===== config.mk =====
export PLATFORM = sky130hd
export DESIGN_NAME = decode_stage_pipe
export DESIGN_NICKNAME = d
export VERILOG_FILES = /design/src/rtl/decode_stage_pipe_pkg.sv /design/src/rtl/decode_stage_pipe_regfile.sv /design/src/rtl/decode_stage_pipe.sv
export SDC_FILE = /design/constraint.sdc
export NUM_CORES = 2
export LEC_CHECK = 0
export ABC_AREA = 0
export CORE_ASPECT_RATIO = 0.8
export CORE_MARGIN = 2
export CORE_UTILIZATION = 50
export CTS_CLUSTER_DIAMETER = 200
export DETAILED_ROUTE_END_ITERATION = 16
export HOLD_SLACK_MARGIN = 0.12
export PLACE_DENSITY = 0.67
export SYNTH_ARGS = -nofsm -noshare
export SYNTH_HDL_FRONTEND = slang
export SYNTH_SLANG_ARGS = --single-unit

===== constraint.sdc =====
create_clock -name clk -period 4.3 [get_ports clk]
set_input_delay 0.43 -clock clk [delete_from_list [all_inputs] [get_ports clk]]
set_output_delay 0.43 -clock clk [all_outputs]
set_load 0.02 [all_outputs]

===== src/rtl/decode_stage_pipe_pkg.sv =====
// Shared RV32I decode constants, immediate formats and the registered output bundle.
// Bundle widths are fixed to RV32I (32-bit data, 5-bit register index).
package decode_stage_pipe_pkg;

  localparam logic [6:0] OPCODE_OP    = 7'b0110011;
  localparam logic [6:0] OPCODE_OPIMM = 7'b0010011;
  localparam logic [6:0] OPCODE_LD    = 7'b0000011;
  localparam logic [6:0] OPCODE_ST    = 7'b0100011;
  localparam logic [6:0] OPCODE_BR    = 7'b1100011;
  localparam logic [6:0] OPCODE_JAL   = 7'b1101111;
  localparam logic [6:0] OPCODE_JALR  = 7'b1100111;
  localparam logic [6:0] OPCODE_LUI   = 7'b0110111;
  localparam logic [6:0] OPCODE_AUIPC = 7'b0010111;

  localparam int unsigned BUNDLE_XLEN     = 32;
  localparam int unsigned BUNDLE_REG_BITS = 5;

  typedef enum logic [2:0] {IMM_I, IMM_S, IMM_B, IMM_U, IMM_J} imm_fmt_e;

  typedef struct packed {
    logic [BUNDLE_XLEN-1:0]     pc;
    logic [6:0]                 opcode;
    logic [2:0]                 funct3;
    logic [6:0]                 funct7;
    logic [BUNDLE_REG_BITS-1:0] rd;
    logic [BUNDLE_XLEN-1:0]     rs1_data;
    logic [BUNDLE_XLEN-1:0]     rs2_data;
    logic [BUNDLE_XLEN-1:0]     imm_se;
  } decode_bundle_t;

  function automatic imm_fmt_e imm_fmt(input logic [6:0] op);
    case (op)
      OPCODE_ST:               return IMM_S;
      OPCODE_BR:               return IMM_B;
      OPCODE_LUI, OPCODE_AUIPC: return IMM_U;
      OPCODE_JAL:              return IMM_J;
      default:                 return IMM_I;
    endcase
  endfunction

  function automatic logic [31:0] gen_imm(input logic [31:0] i);
    case (imm_fmt(i[6:0]))
      IMM_S:   return {{20{i[31]}}, i[31:25], i[11:7]};
      IMM_B:   return {{19{i[31]}}, i[31], i[7], i[30:25], i[11:8], 1'b0};
      IMM_U:   return {i[31:12], 12'b0};
      IMM_J:   return {{11{i[31]}}, i[31], i[19:12], i[20], i[30:21], 1'b0};
      default: return {{20{i[31]}}, i[31:20]};
    endcase
  endfunction

  function automatic logic uses_rs1(input logic [6:0] op);
    return (op == OPCODE_OP) || (op == OPCODE_OPIMM) || (op == OPCODE_LD) ||
           (op == OPCODE_ST) || (op == OPCODE_BR) || (op == OPCODE_JALR);
  endfunction

  function automatic logic uses_rs2(input logic [6:0] op);
    return (op == OPCODE_OP) || (op == OPCODE_ST) || (op == OPCODE_BR);
  endfunction

endpackage


===== src/rtl/decode_stage_pipe_regfile.sv =====
// Architectural register file: two asynchronous reads, one synchronous write,
// synchronous clear on reset. x0 always reads zero and ignores writes.
module regfile_2r1w
  import decode_stage_pipe_pkg::*;
#(
  parameter int unsigned XLEN  = 32,
  parameter int unsigned NREGS = 32,
  localparam int unsigned REG_BITS = $clog2(NREGS)
) (
  input  logic                clk,
  input  logic                reset_n,
  input  logic [REG_BITS-1:0] rd_addr_a,
  output logic [XLEN-1:0]     rd_data_a,
  input  logic [REG_BITS-1:0] rd_addr_b,
  output logic [XLEN-1:0]     rd_data_b,
  input  logic                wr_en,
  input  logic [REG_BITS-1:0] wr_addr,
  input  logic [XLEN-1:0]     wr_data
);

  logic [XLEN-1:0] mem_q [NREGS];

  always_ff @(posedge clk) begin
    if (!reset_n) begin
      for (int i = 0; i < int'(NREGS); i++) begin
        mem_q[i] <= '0;
      end
    end else if (wr_en && (wr_addr != '0)) begin
      mem_q[wr_addr] <= wr_data;
    end
  end

  assign rd_data_a = (rd_addr_a == '0) ? '0 : mem_q[rd_addr_a];
  assign rd_data_b = (rd_addr_b == '0) ? '0 : mem_q[rd_addr_b];

endmodule


===== src/rtl/decode_stage_pipe.sv =====
// RV32I decode stage with valid/ready handshake and a registered bundle (1-cycle latency).
// Define DECODE_WB_BYPASS_EN to forward a same-cycle writeback into the captured operands.
module decode_stage_pipe
  import decode_stage_pipe_pkg::*;
#(
  parameter int unsigned XLEN  = 32,
  parameter int unsigned NREGS = 32,
  parameter int unsigned CNT_W = 16,
  localparam int unsigned REG_BITS = $clog2(NREGS)
) (
  input  logic                clk,
  input  logic                reset_n,
  input  logic                in_valid,
  output logic                in_ready,
  input  logic [XLEN-1:0]     pc_i,
  input  logic [XLEN-1:0]     instr_i,
  input  logic                flush_i,
  input  logic                ex_ld_valid,
  input  logic [REG_BITS-1:0] ex_ld_rd,
  input  logic                wr_en,
  input  logic [REG_BITS-1:0] wr_rd,
  input  logic [XLEN-1:0]     wr_data,
  output logic                out_valid,
  input  logic                out_ready,
  output logic [XLEN-1:0]     pc_o,
  output logic [6:0]          opcode,
  output logic [2:0]          funct3,
  output logic [6:0]          funct7,
  output logic [REG_BITS-1:0] rd,
  output logic [XLEN-1:0]     rs1_data,
  output logic [XLEN-1:0]     rs2_data,
  output logic [XLEN-1:0]     imm_se,
  output logic [CNT_W-1:0]    stall_cnt
);

  logic [6:0]          op;
  logic [REG_BITS-1:0] rs1_idx, rs2_idx;
  logic [XLEN-1:0]     rf_rs1, rf_rs2, rs1_val, rs2_val;
  logic                hazard, adv, accept;

  logic                out_valid_q;
  decode_bundle_t      bundle_q, bundle_d;
  logic [CNT_W-1:0]    stall_q;

  assign op      = instr_i[6:0];
  assign rs1_idx = instr_i[15 +: REG_BITS];
  assign rs2_idx = instr_i[20 +: REG_BITS];

  regfile_2r1w #(
    .XLEN  (XLEN),
    .NREGS (NREGS)
  ) u_regfile (
    .clk       (clk),
    .reset_n   (reset_n),
    .rd_addr_a (rs1_idx),
    .rd_data_a (rf_rs1),
    .rd_addr_b (rs2_idx),
    .rd_data_b (rf_rs2),
    .wr_en     (wr_en),
    .wr_addr   (wr_rd),
    .wr_data   (wr_data)
  );

`ifdef DECODE_WB_BYPASS_EN
  assign rs1_val = (wr_en && (wr_rd != '0) && (wr_rd == rs1_idx)) ? wr_data : rf_rs1;
  assign rs2_val = (wr_en && (wr_rd != '0) && (wr_rd == rs2_idx)) ? wr_data : rf_rs2;
`else
  // Writeback lands at the edge, so a same-cycle write is not seen here.
  assign rs1_val = rf_rs1;
  assign rs2_val = rf_rs2;
`endif

  // Load-use: the EX load's result is not available in time for this decode.
  assign hazard = in_valid && ex_ld_valid && (ex_ld_rd != '0) &&
                  ((uses_rs1(op) && (ex_ld_rd == rs1_idx)) ||
                   (uses_rs2(op) && (ex_ld_rd == rs2_idx)));

  assign adv      = !out_valid_q || out_ready;
  assign in_ready = reset_n && adv && !hazard && !flush_i;
  assign accept   = in_valid && in_ready;

  always_comb begin
    bundle_d = bundle_q;
    if (accept) begin
      bundle_d.pc       = pc_i;
      bundle_d.opcode   = op;
      bundle_d.funct3   = instr_i[14:12];
      bundle_d.funct7   = instr_i[31:25];
      bundle_d.rd       = instr_i[11:7];
      bundle_d.rs1_data = rs1_val;
      bundle_d.rs2_data = rs2_val;
      bundle_d.imm_se   = gen_imm(instr_i);
    end
  end

  always_ff @(posedge clk) begin
    if (!reset_n) begin
      out_valid_q <= 1'b0;
      bundle_q    <= '0;
      stall_q     <= '0;
    end else begin
      if (flush_i) begin
        out_valid_q <= 1'b0;
      end else if (adv) begin
        out_valid_q <= accept;
      end
      bundle_q <= bundle_d;
      if (hazard && adv && !flush_i && (stall_q != '1)) begin
        stall_q <= stall_q + 1'b1;
      end
    end
  end

  assign out_valid = out_valid_q;
  assign pc_o      = bundle_q.pc;
  assign opcode    = bundle_q.opcode;
  assign funct3    = bundle_q.funct3;
  assign funct7    = bundle_q.funct7;
  assign rd        = bundle_q.rd;
  assign rs1_data  = bundle_q.rs1_data;
  assign rs2_data  = bundle_q.rs2_data;
  assign imm_se    = bundle_q.imm_se;
  assign stall_cnt = stall_q;

endmodule


# Word-level counts from Yosys, hierarchy flattened
# Memories as Yosys holds them, arrays and structs flattened.
# Cells that the tools add are included.
[word_totals]
ff_bits = 167
mem_count = 1
elab_cells = 73
ram_bits = 1024
[op_classes]
n_reduce_logical = 32
eq_ne = 16
mux = 12
addsub = 1
n_bitwise = 1
[memory_table]
columns = ["name", "depth", "width", "read_ports", "rd_clocked_by_memory_dff", "wr", "line", "rtl"]
rows = [
  ["u_regfile.mem_q", 32, 32, 2, 0, 32, "decode_stage_pipe_regfile.sv:21", "logic [XLEN-1:0] mem_q [NREGS];"],
]
[op_table]
columns = ["cell", "n"]
rows = [
  ["$pmux 31 s4", 1],
  ["$mux 32", 3],
  ["$reduce_or 32->1", 1],
  ["$eq 7x6->1 const B", 3],
  ["$eq 7x7->1 const B", 3],
  ["$add 16x1->16 const B", 1],
  ["$ne 16x16->1 const B", 1],
  ["$eq 7x5->1 const B", 2],
  ["$logic_and 1x1->1", 13],
  ["$pmux 3 s4", 1],
  ["$eq 5x5->1", 2],
  ["$logic_not 5->1", 2],
  ["$reduce_bool 5->1", 2],
  ["$logic_or 1x1->1", 9],
  ["$eq 7x2->1 const B", 1],
  ["$eq 3x2->1 const B", 2],
  ["$mux 1", 5],
  ["$mux 5", 1],
  ["$reduce_or 2->1", 2],
  ["$eq 3x1->1 const B", 1],
  ["$eq 3x3->1 const B", 1],
  ["$logic_not 1->1", 3],
  ["$mux 3", 1],
  ["$not 1->1", 1],
]

# Depth between registers and ports, before layout
[logic_depth]
depth_word = 16
mapped_depth = 10
ltp_nobuf = 6

# Modules after synthesis
# Synthesis repeated with hierarchy kept, for this count alone.
[unflattened]
hier_cells = 4304
hier_area_um2 = 60519.3
[by_module_without_submodules]
columns = ["module", "cells_per_inst", "instances", "area_each_um2"]
rows = [
  ["regfile_2r1w", 3509, 1, 54204.5],
  ["decode_stage_pipe", 795, 1, 6314.8],
]

# Worst setup path before layout
# No wires, ideal clock.
[synth_timing]
path_type = "input to register"
start = "input reset_n"
end = "memory u_regfile.mem_q[12][0] (enable)"
path_buffers = 2
arrival_time_ns = 3.460
cell_stages = 6
required_time_ns = 3.834
setup_slack_ns = 0.374
path_cell_list = "clkbuf_1 nand2_1 nor3_1 nand2_1 clkbuf_1 o21ai_0"
[synth_rtl]
columns = ["element", "line", "rtl"]
rows = [
  ["start: declaration", "decode_stage_pipe.sv:12", "input logic reset_n,"],
  ["end: declaration", "decode_stage_pipe_regfile.sv:21", ""],
]

# Worst setup path in the final report
[layout_timing]
start = "input ex_ld_rd[4]"
end = "output in_ready"
[layout_between]
elab_chain_len = 7
[layout_lines]
columns = ["element", "line", "rtl"]
rows = [
  ["start: declaration", "decode_stage_pipe.sv:19", "input logic [REG_BITS-1:0] ex_ld_rd,"],
  ["$eq 5x5->1, on equally long branches", "decode_stage_pipe.sv:75, decode_stage_pipe.sv:76", ""],
  ["$logic_and 1x1->1, on equally long branches", "decode_stage_pipe.sv:75, decode_stage_pipe.sv:76", ""],
  ["$logic_or 1x1->1", "decode_stage_pipe.sv:75", "((uses_rs1(op) && (ex_ld_rd == rs1_idx)) ||"],
  ["$logic_and 1x1->1 (*)", "decode_stage_pipe.sv:74", "assign hazard = in_valid && ex_ld_valid && (ex_ld_rd != '0) &&"],
  ["$logic_not 1->1 (*)", "decode_stage_pipe.sv:79", "assign in_ready = reset_n && adv && !hazard && !flush_i;"],
  ["$logic_and 1x1->1 (*) (2 in series)", "decode_stage_pipe.sv:79", ""],
  ["end: declaration", "decode_stage_pipe.sv:14", "output logic in_ready,"],
]
# Every way passes the cells marked *; elsewhere a longest branch is shown, timed or not.

==> results.toml <==
[die]
die-area_um2 = 125000
io-pin-count = 281
total_core_area_um2 = 121000
floorplan.die.height_um = 317
row_count = 114
start_util_pct = 50.5
die-width_um = 395

[synth]
synth_seq_cells = 1190
synth.distinct_cells = 52
async_sr_flop_fraction_pct = 0
seq_area_frac_synth_pct = 55.8
yosys-top-cells-area = "sky130_fd_sc_hd__edfxtp_1, sky130_fd_sc_hd__mux4_2, sky130_fd_sc_hd__and2_1"
netlist_instances = 4367
yosys_warnings = 0
synth_flop_cell = "sky130_fd_sc_hd__edfxtp_1"
syn-cell-area_um2 = 61100
synthesis.area_per_instance_um2 = 14.0
post-synth-top-area-fraction_pct = 50.3
number_of_enable_flip_flop_cells_after_synthesis = 1024
synthMostInstantiatedCell = "sky130_fd_sc_hd__edfxtp_1"
post_synth_top_cells = "sky130_fd_sc_hd__edfxtp_1, sky130_fd_sc_hd__and2_1, sky130_fd_sc_hd__mux4_2, sky130_fd_sc_hd__mux2i_1, sky130_fd_sc_hd__clkbuf_1"
synth_largest_area_cell = "sky130_fd_sc_hd__edfxtp_1"

[worst_setup_path]
crit_path_max_fanout = 3
cp_data_required_time_ns = 3.87
worstSetupStartpointType = "input pin"
worst_path_bufs_invs = 3
path_cells = "clkdlybuf4s50_1 > xor2_1 > nor4_1 > buf_4 > a22o_2 > nand2_1 > and3_1 > clkdlybuf4s50_1"
cell_repeated_most_along_the_worst_path = "sky130_fd_sc_hd__clkdlybuf4s50_1"
timing.critical_path.slowest_stage_cell = "sky130_fd_sc_hd__clkdlybuf4s50_1"
worst_r2r_path_depth = 7
crit-reg2reg-launch = "out_valid"
critical_path.max_stage_delay_ns = 0.80
end_kind = "primary output"
reg2reg_setup_slack_ns = 1.93
regToRegEndpoint = "pc_o[21]"
timing.setup.critical_path_class = "in2out"
worstPathArrival_ns = 3.23
timing.critical_path.max_delay_family = "buffers and inverters"

[global_route]
grt_pass1_wl_um = 296000
grt_start_max_net_pins = 112
antenna_found_initial = 19
vias_in_the_first_global_route = 40100
track_usage_pct = 33.3
globalRouteOverflowTotal = 0

[routing]
antenna_left = 0
routedWlPerCell_um = 33.7
vias = 41300
via_per_inst = 6.61
first_pass_iters = 5
route.detailed.drc = 0
initialDrtViolationCount = 5948
route.final.wire_length_um = 210000

[timing]
timing.final.crit_share_pct = 85.0
setup_viol = 0
slew_headroom_pct = 17.9
hold_viol = 0
fmax_mhz = 274
timing.setup.tns_ns = 0
fin_hold_ws_ns = 0.195
timing_worst_slew_pin_value_ns = 1.23
finalClockSkew_ns = 0.0192
slew_violations = 0
rsz_0062_raised_after_global_routing = "false"
timing.final.crit_period_ns = 3.66

[cts]
htreeDepth = 3
cts_hold_repair.buffers = 1
clk-insertion-delay-late_ns = 0.75
clock_transition_at_path_regs_ns = 0.06
postCtsSetupRepairBufs = 0
cts.sink_count = 1190
cts_root_buffer = "sky130_fd_sc_hd__clkbuf_16"
cts_made_buffers = 120
tritoncts = "done"
clock_tree.buffer_depth = 3
post_cts_resized = 0

[placement]
dp.final_hpwl_um = 128000
portBuffers = 280
placed_cell_area_um2 = 66400
numPlacedInstances = 6011
gpl.final_weighted_congestion = 0.895

[finish]
postLayoutCellArea_um2 = 70300
post_route_cells_drive_above_1_share_pct = 20.0
design.final.nets = 4624
post_layout_instance_count_excluding_filler_cells = 6241
area_added_between_synthesis_and_finish_pct = 15.1

[job]
max_cap_viol_count = 0

[power]
power.density_cell_area_nw_per_um2 = 390
total_switching_power_mw = 6.91
net_switching_fraction_of_the_power_pct = 25.2
cell_internal_pwr_mw = 20.5
vdd_ir_drop_max_uv = 348
power_frac_clock_pct = 38.6
combPwrFrac_pct = 12.2
leakage_power_nw = 24.5
sequential_power_share_pct = 49.2

[worst_hold_path]
min_path_cells = 3
hold-path-endpoint = "imm_se[18]"
worst_hold_path_type = "in2reg"
holdCritStartpoint = "instr_i[18]"

[run_status]
status = "completed"
logic make-up (layout without fill, tap and decap cells):
| family | Yosys count | count (layout) | synth area share [%] |
|---|---|---|---|
| AND/OR/NAND/NOR | 1394 | 1394 | 13.2 |
| flip-flops | 1190 | 1190 | 55.8 |
| multiplexers | 818 | 818 | 21.9 |
| AO/OA/AOI/OAI | 499 | 499 | 5.76 |
| buffers and inverters | 452 | 664 | 3.20 |
| XOR/XNOR | 12 | 12 | 0.172 |
| adder cells (fa/ha/maj) | 1 | 1 | 0.0205 |
| other | 1 | 39 | 0.00614 |
through the flow:
step	worst slack [ns]	util [%]	total power, mW
5_1_grt	0.582	58.1	28.1
2_1_floorplan	0.374	-	15.6
3_5_place_dp	0.491	54.9	17.0
3_3_place_gp	0.485	54.9	17.0
6_report	0.645	58.1	27.4
4_1_cts	0.589	58.1	27.4
worst register-to-register path: cells and delay by family, from the launching register on:
family	cells	cell delay, ns
AO/OA/AOI/OAI	2	0.46
AND/OR/NAND/NOR	2	0.35
multiplexers	1	0.41
flip-flops	1	0.33
buffers and inverters	2	0.67
state kept, by name, indices dropped and copies added (netlist names):
name	cells
rs2_data	32
u_regfile.mem_q	1024
funct3	3
stall_cnt	16
funct7	7
rd	5
out_valid	1
opcode	7
imm_se	31
pc_o	32
rs1_data	32
cell type report:
| class | instances | area, µm² |
|---|---|---|
| inverters | 6 | 27.5 |
| well taps | 1624 | 2030 |
| diodes | 7 | 17.5 |
| fillers | 9464 | 50700 |
| clock buffers | 170 | 3440 |
| flip-flops and latches | 1190 | 34100 |
| multi-input cells | 2756 | 25700 |
| repair buffers | 436 | 4510 |
| clock inverters | 52 | 458 |
metal layers:
metal | track usage [%] | vias up | share of wire (%)
li1 | - | 16900 | -
met1 | 47.2 | 21100 | 39
met2 | 49.7 | 2906 | 44
met3 | 9.31 | 396 | 13
met4 | 11.7 | 2 | 3.7
met5 | 0 | - | 0.0062
cells in the final DEF (no fill, tap or decap), types with 47 or more instances in the layout:
| cell | synthesis | final |
|---|---|---|
| sky130_fd_sc_hd__o21bai_1 | 51 | 51 |
| sky130_fd_sc_hd__a32o_1 | 51 | 51 |
| sky130_fd_sc_hd__clkbuf_16 | 0 | 122 |
| sky130_fd_sc_hd__o22ai_1 | 88 | 88 |
| sky130_fd_sc_hd__edfxtp_1 | 1024 | 1024 |
| sky130_fd_sc_hd__nor2_1 | 172 | 139 |
| sky130_fd_sc_hd__mux4_2 | 384 | 384 |
| sky130_fd_sc_hd__and2_1 | 997 | 997 |
| sky130_fd_sc_hd__a211oi_1 | 52 | 52 |
| sky130_fd_sc_hd__nand3_1 | 48 | 48 |
| sky130_fd_sc_hd__dfxtp_1 | 166 | 166 |
| sky130_fd_sc_hd__clkdlybuf4s50_1 | 0 | 269 |
| sky130_fd_sc_hd__a22oi_1 | 81 | 81 |
| sky130_fd_sc_hd__mux2_2 | 103 | 103 |
| sky130_fd_sc_hd__mux2i_1 | 317 | 317 |
| sky130_fd_sc_hd__nand2_1 | 50 | 47 |
| sky130_fd_sc_hd__buf_4 | 19 | 116 |
how the worst max path moves through the flow:
stage	start	depth (start not counted)	slack (ns)	to
finish	ex_ld_rd[4]	8	0.64	in_ready
floorplan	reset_n	6	0.37	u_regfile.mem_q[12][0]
CTS	ex_ld_rd[4]	8	0.59	in_ready
global route	ex_ld_rd[4]	8	0.58	in_ready
detailed placement	ex_ld_rd[4]	10	0.49	pc_o[23]
global placement	ex_ld_rd[4]	10	0.48	rs2_data[26]
power groups by stage:
stage               logic (mW)  clock network (mW)  registers (mW)
finish                    3.34                10.6            13.5
CTS                       3.30                10.6            13.5
detailed placement        3.29                   0            13.7
global placement          3.26                   0            13.7
global route              3.46                11.1            13.6
floorplan                 1.93                   0            13.7
No activity file was read; power rests on OpenSTA's default activity.
